==> src/rtl/divider_pkg.sv <==
// Shared types and width helpers for the sequential restoring divider.
`timescale 1ns/1ps
package divider_pkg;

   localparam int unsigned NUM_W_DEF = 8;
   localparam int unsigned DEN_W_DEF = 4;

   typedef enum logic [1:0] {
      IDLE,
      CALC,
      FIN
   } state_t;

   // Bits needed to hold the values 0..num_w, i.e. clog2(num_w+1).
   function automatic int unsigned cnt_width(input int unsigned num_w);
      int unsigned w;
      w = 0;
      while ((64'd1 << w) < (64'(num_w) + 64'd1)) w++;
      return w;
   endfunction

endpackage

==> src/rtl/div_step.sv <==
// One combinational restoring-division step: shift in a bit, trial-subtract the divisor.
`timescale 1ns/1ps
module div_step
   import divider_pkg::*;
#(
   parameter int unsigned DEN_W = DEN_W_DEF
) (
   input  logic [DEN_W-1:0] r,
   input  logic             bit_in,
   input  logic [DEN_W-1:0] d,
   output logic [DEN_W-1:0] r_next,
   output logic             q_bit
);

   logic [DEN_W:0] p;

   assign p     = {r, bit_in};
   assign q_bit = (p >= {1'b0, d});
   // When the subtraction is taken the true difference is < d, so DEN_W-bit modular arithmetic is exact.
   assign r_next = q_bit ? (p[DEN_W-1:0] - d) : p[DEN_W-1:0];

endmodule

==> src/rtl/seq_divider.sv <==
// Multi-cycle unsigned restoring divider: one quotient bit per clock, start/busy/done handshake.
`timescale 1ns/1ps
module seq_divider
   import divider_pkg::*;
#(
   parameter int unsigned NUM_W = NUM_W_DEF,
   parameter int unsigned DEN_W = DEN_W_DEF
) (
   input  logic             clk,
   input  logic             rst,
   input  logic             start,
   input  logic [NUM_W-1:0] numerator,
   input  logic [DEN_W-1:0] denominator,
   output logic             busy,
   output logic             done,
   output logic [NUM_W-1:0] quotient,
   output logic [DEN_W-1:0] remainder,
   output logic             div_by_zero
);

   localparam int unsigned CNT_W = cnt_width(NUM_W);

   state_t           state, state_nxt;
   logic [NUM_W-1:0] nq_sh;
   logic [DEN_W-1:0] d_reg;
   logic [DEN_W-1:0] r_reg;
   logic [CNT_W-1:0] cnt;
   logic [DEN_W-1:0] r_next;
   logic             q_bit;
   logic             last_step;

   assign last_step = (cnt == CNT_W'(1));

   div_step #(.DEN_W(DEN_W)) u_step (
      .r      (r_reg),
      .bit_in (nq_sh[NUM_W-1]),
      .d      (d_reg),
      .r_next (r_next),
      .q_bit  (q_bit)
   );

   always_comb begin
      state_nxt = state;
      busy      = 1'b0;
      done      = 1'b0;
      case (state)
         IDLE: begin
            if (start) state_nxt = (denominator == '0) ? FIN : CALC;
         end
         CALC: begin
            busy = 1'b1;
            if (last_step) state_nxt = FIN;
         end
         FIN: begin
            done      = 1'b1;
            state_nxt = IDLE;
         end
         default: state_nxt = IDLE;
      endcase
   end

   always_ff @(posedge clk) begin
      if (rst) state <= IDLE;
      else     state <= state_nxt;
   end

   // Numerator bits leave at the MSB while quotient bits enter at the LSB of the same register.
   always_ff @(posedge clk) begin
      if (rst) begin
         nq_sh       <= '0;
         d_reg       <= '0;
         r_reg       <= '0;
         cnt         <= '0;
         quotient    <= '0;
         remainder   <= '0;
         div_by_zero <= 1'b0;
      end else begin
         case (state)
            IDLE: begin
               if (start) begin
                  nq_sh <= numerator;
                  d_reg <= denominator;
                  r_reg <= '0;
                  cnt   <= CNT_W'(NUM_W);
                  if (denominator == '0) begin
                     quotient    <= '1;
                     remainder   <= '0;
                     div_by_zero <= 1'b1;
                  end
               end
            end
            CALC: begin
               r_reg <= r_next;
               nq_sh <= {nq_sh[NUM_W-2:0], q_bit};
               cnt   <= cnt - CNT_W'(1);
               if (last_step) begin
                  quotient    <= {nq_sh[NUM_W-2:0], q_bit};
                  remainder   <= r_next;
                  div_by_zero <= 1'b0;
               end
            end
            default: ;
         endcase
      end
   end

endmodule
==> config.mk <==
export PLATFORM = sky130hd
export DESIGN_NAME = seq_divider
export DESIGN_NICKNAME = d
export VERILOG_FILES = /design/src/rtl/divider_pkg.sv /design/src/rtl/div_step.sv /design/src/rtl/seq_divider.sv
export SDC_FILE = /design/constraint.sdc
export NUM_CORES = 1
export LEC_CHECK = 0
export CORE_MARGIN = 2
export CORE_UTILIZATION = 41
export CTS_CLUSTER_SIZE = 16
export DETAILED_ROUTE_END_ITERATION = 6
export SLEW_MARGIN = 15
export SYNTH_ARGS = -nofsm -noshare
export SYNTH_HDL_FRONTEND = slang
export SYNTH_HIERARCHICAL = 1
export SYNTH_SLANG_ARGS = --single-unit
==> constraint.sdc <==
create_clock -name clk -period 2.49 [get_ports clk]
set_input_delay 0.498 -clock clk [delete_from_list [all_inputs] [get_ports clk]]
set_output_delay 0.498 -clock clk [all_outputs]
set_load 0.01 [all_outputs]
==> flow_summary.yaml <==
sta:
  tns_ps: 0
  hold_violations: 0
  period_share_pct: 86.2
  fmax_mhz: 466
  setup_ws_ps: 343
  setup-violations-final: 0
  period_needed_ps: 2150
  slew_headroom_pct: 62.8
  tightest_slew_ps: 557
  skew_ps: 9.65
  maxSlewViolCount: 0
  rsz0062_at_grt: "no"
yosys:
  synth_warnings: 6
  synth_seq_area_share_pct: 40.7
  ys_ff_latch: 35
  synthArstFlopShare_pct: 0
  synth-edff-count: 0
  syn-num-nets: 204
  synth_ff_type: "dfxtp_1"
  synth_cells: 182
  netlist_area_mm2: 0.00172
  syn_area_per_cell_um2: 9.45
  synth.distinct_cells: 45
clock_network:
  h-tree-depth: 2
  root_buffer: "clkbuf_8"
  cts.sinks: 35
  clk_latency_ps: 280
  cts_tree: "yes"
  clk_path_buf_depth: 2
  path_clk_slew_ps: 70
  post-cts-setup-buffers: 0
  holdBufCountCts: 0
  ctsResizeCount: 0
  numCtsBuffers: 5
final_layout:
  drive_gt1_share_pct: 17.3
  fill_cells: 385
  final-seq-area_um2: 701
  finalNonFillerCells: 264
  reg_top3: "nq_sh: 8 flops, quotient: 8 flops"
  finalNetCount: 236
  antenna_cells: 0
  fin_area_mm2: 0.00215
  multi_input_comb_area_um2: 886
  syn_to_final_growth_pct: 25.0
power:
  p_total_uw: 1370
  peakVddDrop_mv: 0.244
  p_leak_uw: 0.000844
  p_per_area_mw_per_mm2: 636
setup_path:
  endpoint_kind: "primary output"
  cp-start-kind: "register"
  path_max_fanout: 9
  worstPathRequired_ps: 1990
  crit_slowest_cell: "clkdlybuf4s50_1"
  cp.arrival_ps: 1650
  cp_cell_sequence: "nand2b_1, clkinv_1, clkdlybuf4s50_1"
  crit_type: "reg2out"
  cpPeakStageDelay_ps: 560
global_routing:
  track_usage_pct: 18.3
  antenna_found_initial: 0
  grt_pass1_vias: 1350
  grt_pass1_wl_mm: 6.38
  grt_max_degree: 21
  grt_overflow_total: 0
route:
  vias: 1422
  ant_nets: 0
  drc_errors: 0
  finalWirelength_mm: 3.78
  vias_per_cell: 5.39
  firstDrtPassIters: 4
  avgRoutedWirePerCell_um: 14.3
  drt_iter0_drc: 74
place:
  place_inst: 257
  post-place-ws_ps: 403
  portBuffers: 29
  gp_congestion: 0.809
  detailed_place_hpwl_mm: 2.73
  place_area_mm2: 0.00206
outcome:
  status: "finished clean"
flow_run:
  drv_cap: 0
floorplanning:
  start_util_pct: 42.7
  core_mm2: 0.00403
  fp.dieH_um: 68.8
  rows: 23
  dieWidth_um: 68.8
  die-area_mm2: 0.00473
  io_pins: 30
min_path:
  min_path_type: "reg2reg"
-- worst paths after layout --
check               startpoint           end  slack (ps)  cells after the start
setup / recovery      state[1]          busy         340                      3
hold / removal    remainder[3]  remainder[3]         480                      2
setup reg to reg      d_reg[2]  remainder[0]         690                      8
hold reg to reg   remainder[3]  remainder[3]         480                      2
-- cell type report --
type                            instances  area share [%]
Clock buffer                            6            3.84
Clock inverter                          1           0.233
Inverter                               21            3.66
Multi-Input combinational cell        116            41.2
Sequential cell                        35            32.6
Tap cell                               50            2.91
Timing Repair Buffer                   35            15.6
-- placed cells by master, fill, tap and decap left out, types with 5 or more instances in the layout --
| cell type | n |
|---|---|
| a21oi_1 | 13 |
| a22o_1 | 5 |
| a22oi_1 | 5 |
| buf_4 | 6 |
| clkbuf_8 | 6 |
| clkdlybuf4s50_1 | 29 |
| dfxtp_1 | 35 |
| ha_1 | 6 |
| inv_1 | 20 |
| mux2i_1 | 6 |
| nand2_1 | 6 |
| nor2_1 | 24 |
| o21ai_0 | 5 |
| o221a_1 | 5 |
| o221a_2 | 6 |
-- report_power, final --
group	leakage, uW	total, uW	switching (uW)	internal [uW]
clock	0.0000470	411	194	217
sequential	0.000286	630	30.2	600
combinational	0.000511	326	171	155
total	0.000844	1370	395	972
-- critical path: cells and delay by family, from the launching register on --
| kind | cells | cell delay (ps) |
|---|---|---|
| and+or+nand+nor | 1 | 160 |
| DFF | 1 | 420 |
| buffers and inverters | 2 | 800 |
-- cells by family (layout without fill, tap and decap cells) --
| group | Yosys count | after routing | share of synthesized area (%) |
|---|---|---|---|
| flip-flops | 35 | 35 | 40.7 |
| adder cells (fa/ha/maj) | 7 | 7 | 5.53 |
| AND/OR/NAND/NOR | 49 | 49 | 14.9 |
| multiplexers | 7 | 7 | 4.36 |
| AO/OA/AOI/OAI | 52 | 52 | 26.2 |
| buffers and inverters | 31 | 63 | 7.78 |
| XOR/XNOR | 1 | 1 | 0.509 |
-- per-layer routing --
layer | track usage, % | wire [um] | vias to the layer above
li1 | - | - | 702
met1 | 24.1 | 1770 | 687
met2 | 28.4 | 1780 | 31
met3 | 5.19 | 204 | 2
met4 | 6.62 | 17 | 0
met5 | 0 | 0 | -
-- cell usage after synthesis (2+ instances only) --
library cell   n  area, um2
ha_1           6       75.1
mux2i_1        6       60.1
a22oi_1        5       37.5
nor3_1         3       15.0
buf_2          2       10.0
a22o_1         5       43.8
dfxtp_1       35        701
o21ai_0        5       25.0
a21oi_1       13       65.1
inv_1         20       75.1
nor2_1        24       90.1
clkbuf_1       6       22.5
nand2b_1       2       12.5
o221a_1        5       56.3
o221a_2        6       67.6
buf_6          2       22.5
o32ai_2        4       65.1
nand2_1        6       22.5
-- through the flow --
stage,hold slack [ps],util [%]
after global routing,507,53.4
after CTS,488,53.4
after global placement,470,51.2
final,483,53.4
after detailed placement,474,51.2
after floorplan,456,-
(Power assumes the default switching activity.)
